[src/rtl/atoier_if.sv]
// Byte-wide memory bus between a master and an 8-bit single-port RAM.
interface mb8_io #(
    parameter int unsigned ASZ = 17
);
    logic [ASZ-1:0] ai;   // byte address
    logic           we;   // write enable
    logic [7:0]     vi;   // write data
    logic [7:0]     vo;   // read data

    modport master (output ai, output we, output vi, input vo);
    modport slave  (input ai, input we, input vi, output vo);
endinterface

[src/rtl/atoier.sv]
// ASCII-to-integer converter: walks a NUL-terminated decimal/hex string in
// byte memory and produces a signed DSZ-bit two's-complement value.
module atoier #(
    parameter int unsigned ASZ = 17,
    parameter int unsigned DSZ = 32
) (
    input  logic           clk,
    input  logic           rst,
    input  logic           en,
    input  logic           hex,
    input  logic [ASZ-1:0] tib,
    input  logic [7:0]     ch,
    mb8_io.master          mb_if,
    output logic           bsy,
    output logic [DSZ-1:0] vo
);
    typedef enum logic [1:0] {
        IDLE = 2'd0,
        CONV = 2'd1,
        DONE = 2'd2
    } state_t;

    localparam int unsigned DIGW = 4;

    state_t         state_q, state_d;
    logic [ASZ-1:0] addr_q, addr_d;
    logic [DSZ-1:0] acc_q, acc_d;
    logic [DSZ-1:0] vo_q, vo_d;
    logic           neg_q, neg_d;
    logic           hex_q, hex_d;
    logic           term_q, term_d;   // first character was already a terminator
    logic           bsy_q, bsy_d;

    logic            dig_ok;
    logic [DIGW-1:0] dig_val;
    logic [DSZ-1:0]  acc_mul;

    // Returns {valid, value} for one character in the selected base.
    function automatic logic [DIGW:0] decode(input logic [7:0] c, input logic hm);
        logic [DIGW:0] r;
        r = '0;
        if (c >= 8'h30 && c <= 8'h39)
            r = {1'b1, DIGW'(c - 8'h30)};
        else if (hm && c >= 8'h61 && c <= 8'h66)
            r = {1'b1, DIGW'(c - 8'h57)};
        else if (hm && c >= 8'h41 && c <= 8'h46)
            r = {1'b1, DIGW'(c - 8'h37)};
        return r;
    endfunction

    // Base for the current character: live input on the start cycle, latched afterwards.
    always_comb begin
        {dig_ok, dig_val} = decode(ch, (state_q == IDLE) ? hex : hex_q);
    end

    // Accumulator scaled by the latched base, wrapping modulo 2^DSZ.
    always_comb begin
        acc_mul = hex_q ? (acc_q << 4) : (acc_q * DSZ'(10));
    end

    // Read-only bus: address is tib while idle, the running pointer otherwise.
    assign mb_if.ai = (state_q == IDLE) ? tib : addr_q;
    assign mb_if.we = 1'b0;
    assign mb_if.vi = 8'h00;

    // Next-state and datapath update.
    always_comb begin
        state_d = state_q;
        addr_d  = addr_q;
        acc_d   = acc_q;
        vo_d    = vo_q;
        neg_d   = neg_q;
        hex_d   = hex_q;
        term_d  = term_q;

        unique case (state_q)
            IDLE: begin
                if (en) begin
                    hex_d   = hex;
                    neg_d   = 1'b0;
                    acc_d   = '0;
                    term_d  = 1'b0;
                    addr_d  = tib + ASZ'(1);
                    state_d = CONV;
                    if (ch == 8'h2D)
                        neg_d = 1'b1;
                    else if (dig_ok)
                        acc_d = DSZ'(dig_val);
                    else
                        term_d = 1'b1;
                end
            end
            CONV: begin
                if (!en) begin
                    state_d = IDLE;
                end else if (term_q || !dig_ok) begin
                    vo_d    = neg_q ? (DSZ'(0) - acc_q) : acc_q;
                    state_d = DONE;
                end else begin
                    acc_d  = acc_mul + DSZ'(dig_val);
                    addr_d = addr_q + ASZ'(1);
                end
            end
            DONE: begin
                if (!en)
                    state_d = IDLE;
            end
            default: state_d = IDLE;
        endcase

        bsy_d = (state_d == CONV);
    end

    // State and datapath registers.
    always_ff @(posedge clk or negedge rst) begin
        if (!rst) begin
            state_q <= IDLE;
            addr_q  <= '0;
            acc_q   <= '0;
            vo_q    <= '0;
            neg_q   <= 1'b0;
            hex_q   <= 1'b0;
            term_q  <= 1'b0;
            bsy_q   <= 1'b0;
        end else begin
            state_q <= state_d;
            addr_q  <= addr_d;
            acc_q   <= acc_d;
            vo_q    <= vo_d;
            neg_q   <= neg_d;
            hex_q   <= hex_d;
            term_q  <= term_d;
            bsy_q   <= bsy_d;
        end
    end

    assign bsy = bsy_q;
    assign vo  = vo_q;
endmodule

[src/flat_wrapper.sv]
// flat-port wrapper written by rule: the top's interface ports become plain ports
module atoier_flat 
#(
    parameter int unsigned ASZ = 17,
    parameter int unsigned DSZ = 32
)
  (clk, rst, en, hex, tib, ch, bsy, vo, mb_if_ai, mb_if_we, mb_if_vi, mb_if_vo);
  mb8_io #(.ASZ(ASZ)) mb_if_i ();
  input  logic clk;
  input  logic rst;
  input  logic en;
  input  logic hex;
  input  logic [ASZ-1:0] tib;
  input  logic [7:0] ch;
  output logic bsy;
  output logic [DSZ-1:0] vo;
  output wire logic [$bits(mb_if_i.ai)-1:0] mb_if_ai;
  output wire logic [$bits(mb_if_i.we)-1:0] mb_if_we;
  output wire logic [$bits(mb_if_i.vi)-1:0] mb_if_vi;
  input wire logic [$bits(mb_if_i.vo)-1:0] mb_if_vo;
  assign mb_if_ai = mb_if_i.ai;
  assign mb_if_we = mb_if_i.we;
  assign mb_if_vi = mb_if_i.vi;
  assign mb_if_i.vo = mb_if_vo;
  atoier #(.ASZ(ASZ), .DSZ(DSZ)) u_core (.clk(clk), .rst(rst), .en(en), .hex(hex), .tib(tib), .ch(ch), .mb_if(mb_if_i), .bsy(bsy), .vo(vo));
endmodule
[config.mk]
export PLATFORM = sky130hd
export DESIGN_NAME = atoier_flat
export DESIGN_NICKNAME = d
export VERILOG_FILES = /design/src/rtl/atoier_if.sv /design/src/rtl/atoier.sv /design/src/flat_wrapper.sv
export SDC_FILE = /design/constraint.sdc
export NUM_CORES = 1
export LEC_CHECK = 0
export CORE_MARGIN = 2
export CORE_UTILIZATION = 46
export CTS_CLUSTER_SIZE = 20
export DETAILED_ROUTE_END_ITERATION = 10
export PLACE_DENSITY = 0.69
export SYNTH_ARGS = -nofsm -noshare
export SYNTH_HDL_FRONTEND = slang
export SYNTH_SLANG_ARGS = --single-unit
[constraint.sdc]
create_clock -name clk -period 5.45 [get_ports clk]
set_clock_uncertainty 0.05 [all_clocks]
set_input_delay 0.545 -clock clk [delete_from_list [all_inputs] [get_ports clk]]
set_output_delay 0.545 -clock clk [all_outputs]
set_load 0.1 [all_outputs]
==> flow_metrics.tcl <==
set metrics [dict create \
    synthAdderAreaFrac 0.101 \
    wl_um 22000 \
    drive_above_1_share 0.0858 \
    seq_area_frac_synth 0.262 \
    nNetsFinal 1147 \
    firstDrtPassIters 5 \
    cts_hold_buffers 0 \
    drtIter0Drc 586 \
    fin_crit_sh 0.867 \
    p_total_mw 4.09 \
    cts_tree "yes" \
    yosys.area.top_type "dfrtp_1" \
    cp_common_cell "ha_1" \
    cap_violations 0 \
    setup_tns_ns 0 \
    slew_headroom 0.250 \
    design.die.area_sq_mm 0.0191 \
    antennaDiodeCount 0 \
    cp_cell_sequence "clkdlybuf4s50_1 > inv_1 > ha_1 > o21bai_1 > a2111oi_2 > nor2b_1 > xnor2_1 > nor2_1 > ha_1 > a21o_1 > a21oi_1 > nor3_1 > nand2b_1 > nor4_1 > buf_4 > o2111a_1 > nand3_4 > o311a_1 > a211o_1" \
    viasPerCell 6.02 \
    antenna_found_initial 0 \
    synth-edff-count 0 \
    synth_seq_cells 87 \
    finalNonFillerCells 1278 \
    ant_nets 0 \
    grt_max_degree 65 \
    fp.dieH_um 138 \
    port-buffer-count 78 \
    status "finished clean" \
    post-cts-setup-buffer-count 0 \
    floorplan.initialDensity 0.465 \
    die_x_um 138 \
    worstSetupPathType "in2reg" \
    rr_startpoint "u_core.acc_q[2]" \
    worstMarginPinSlew_ns 1.12 \
    synth_cell_types 94 \
    core_area_sq_mm 0.0178 \
    synth_commonest_cells "nand2_1, o21ai_0, dfrtp_1" \
    slowest_stage "clkdlybuf4s50_1" \
    yosysTopAreaCellShare 0.262 \
    synthesis.instances 989 \
    grt_util_all_layers 0.230 \
    endpoint_kind "flop" \
    dp_hpwl_um 16300 \
    setup_viol 0 \
    gp_congestion 0.882 \
    required_ns 5.63 \
    rows 49 \
    grt_pass1_wl_um 37000 \
    avgSynthCellArea_sq_um 8.40 \
    path_clk_slew_ns 0.06 \
    synth_mux_area_frac 0.0598 \
    cts.repair.resized 0 \
    clkSinkCount 87 \
    ir_drop_uv 284 \
    synth_compound_area_frac 0.248 \
    yosysMostFrequentCell "nand2_1" \
    finalHoldViolations 0 \
    synthToLayoutAreaGrowth_pct 13.8 \
    h-tree-depth 3 \
    cpPeakStageDelay_ns 0.48 \
    cts_root_buf "clkbuf_16" \
    gr-total-overflow 0 \
    drc_errors 0 \
    leakage_nw 3.94 \
    report.final.slew_viol_count 0 \
    worst-path-max-fanout 6 \
    crit_arrival_ns 4.91 \
    async_flop_share 1.00 \
    clk_latency_ns 0.34 \
    netlist_area_sq_mm 0.00830 \
    pin_count 96 \
    vias 7694 \
    min_path_type "in2async" \
    fmax_mhz 212 \
    post_drt_wl_per_cell_um 17.2 \
    reg2reg_depth 12 \
    cts_buffer_depth 2 \
    yosys_warnings 0 \
    cp-start-kind "primary input" \
    numCtsBuffers 9 \
    rsz0062_at_grt "false" \
    synthTopCellsByArea "dfrtp_1, ha_1, nand2_1" \
    power_density_mw_per_mm2 432 \
    synthSimpleGateAreaFrac 0.201 \
    grt_pass1_vias 7149 \
    dominantRegCellSynth "dfrtp_1" \
    rrSetupSlack_ns 0.72 \
    synth_top_family_by_area "compound AO/OA/AOI/OAI gates" \
    layout_min_cycle_time_ns 4.73 \
    synth-xor-area-share 0.0705 \
    dpl.cell_count 1262 \
    r2r-end "u_core.acc_q[26]" \
]
[registers in the layout, indices dropped and copies added, names as in the netlist]
register	count
u_core.hex_q	1
u_core.bsy	1
u_core.acc_q	32
u_core.vo	32
u_core.state_q	2
u_core.term_q	1
u_core.neg_q	1
u_core.addr_q	17
[through the flow]
stage | worst slack (ns) | util | hold slack, ns | cell area, sq um
global route | 0.421 | 0.530 | 0.157 | 9450
global placement | 0.438 | 0.514 | 0.410 | 9170
CTS | 0.757 | 0.530 | 0.138 | 9450
floorplan | 1.15 | - | 0.199 | 8330
detailed placement | 0.420 | 0.514 | 0.419 | 9170
finish | 0.723 | 0.530 | 0.119 | 9450
[per-layer routing]
metal	GRT usage	wire length [um]
met5	0	0
met1	0.328	10500
met4	0.0532	297
met3	0.0291	947
met2	0.373	10300
[how the worst max path moves through the flow]
stage,from,end,slack (ns),depth (start not counted)
2_1_floorplan,u_core.hex_q,u_core.acc_q[26],1.15,17
3_3_place_gp,ch[0],u_core.acc_q[26],0.44,19
3_5_place_dp,ch[0],u_core.acc_q[26],0.42,19
4_1_cts,ch[0],u_core.acc_q[26],0.76,19
5_1_grt,ch[1],u_core.acc_q[26],0.42,18
6_report,ch[0],u_core.acc_q[26],0.72,19
[cells by family (layout without fill, tap and decap cells)]
kind of cell	count (synthesis)	after routing
DFF	87	87
other	1	9
xor gates and xnor gates	66	66
and+or+nand+nor	337	337
buffers and inverters	87	139
muxes	46	46
AOI/OAI and AO/OA	299	299
adders and majority gates	66	66
[layout by cell type (no fill, tap or decap), types with 4 or more instances in the layout]
| master | Yosys | routed |
|---|---|---|
| nand2_1 | 132 | 132 |
| o21ai_0 | 88 | 88 |
| dfrtp_1 | 87 | 86 |
| clkdlybuf4s50_1 | 0 | 77 |
| ha_1 | 64 | 64 |
| nor2_1 | 56 | 56 |
| a21oi_1 | 53 | 53 |
| xor2_1 | 42 | 42 |
| mux2i_1 | 26 | 26 |
| inv_1 | 26 | 26 |
| xnor2_1 | 23 | 23 |
| nand3_1 | 23 | 23 |
| mux2_2 | 19 | 19 |
| o31ai_1 | 18 | 18 |
| buf_4 | 11 | 18 |
| nor3_1 | 17 | 17 |
| o211ai_1 | 15 | 15 |
| o21a_1 | 12 | 12 |
| or3_1 | 12 | 12 |
| nand4_1 | 11 | 11 |
| a211oi_1 | 10 | 10 |
| and3_1 | 10 | 10 |
| o22ai_1 | 10 | 10 |
| o32ai_1 | 9 | 9 |
| conb_1 | 1 | 9 |
| clkbuf_16 | 0 | 9 |
| nor3b_1 | 8 | 8 |
| a31oi_1 | 8 | 8 |
| and2_1 | 8 | 8 |
| a21o_1 | 8 | 8 |
| nor4_1 | 8 | 8 |
| or4_1 | 8 | 8 |
| nand2b_1 | 7 | 7 |
| nor2b_1 | 8 | 7 |
| a221oi_1 | 6 | 6 |
| or2_2 | 6 | 6 |
| a2111oi_0 | 4 | 4 |
| o41ai_1 | 4 | 4 |
[where the power goes]
part           switching (mW)  leakage (nW)  total [mW]  internal, mW
Combinational            1.69          2.66        2.46         0.763
Clock                   0.265         0.134       0.598         0.332
Sequential              0.220          1.14        1.03         0.810
[layout make-up]
class	instances	area, sq um
Fill cell	1683	8390
Multi-Input combinational cell	823	5690
Sequential cell	87	2180
Timing Repair Buffer	95	906
Tap cell	229	287
Clock buffer	11	253
Inverter	28	105
Clock inverter	5	32.5
[critical path, delay by kind of cell]
family,cells,cell delay [ns]
compound gates,7,1.65
xor+xnor,1,0.16
fa+ha+maj,2,0.50
buf+inv,3,0.82
simple gates,6,1.24
(Power assumes the default switching activity.)
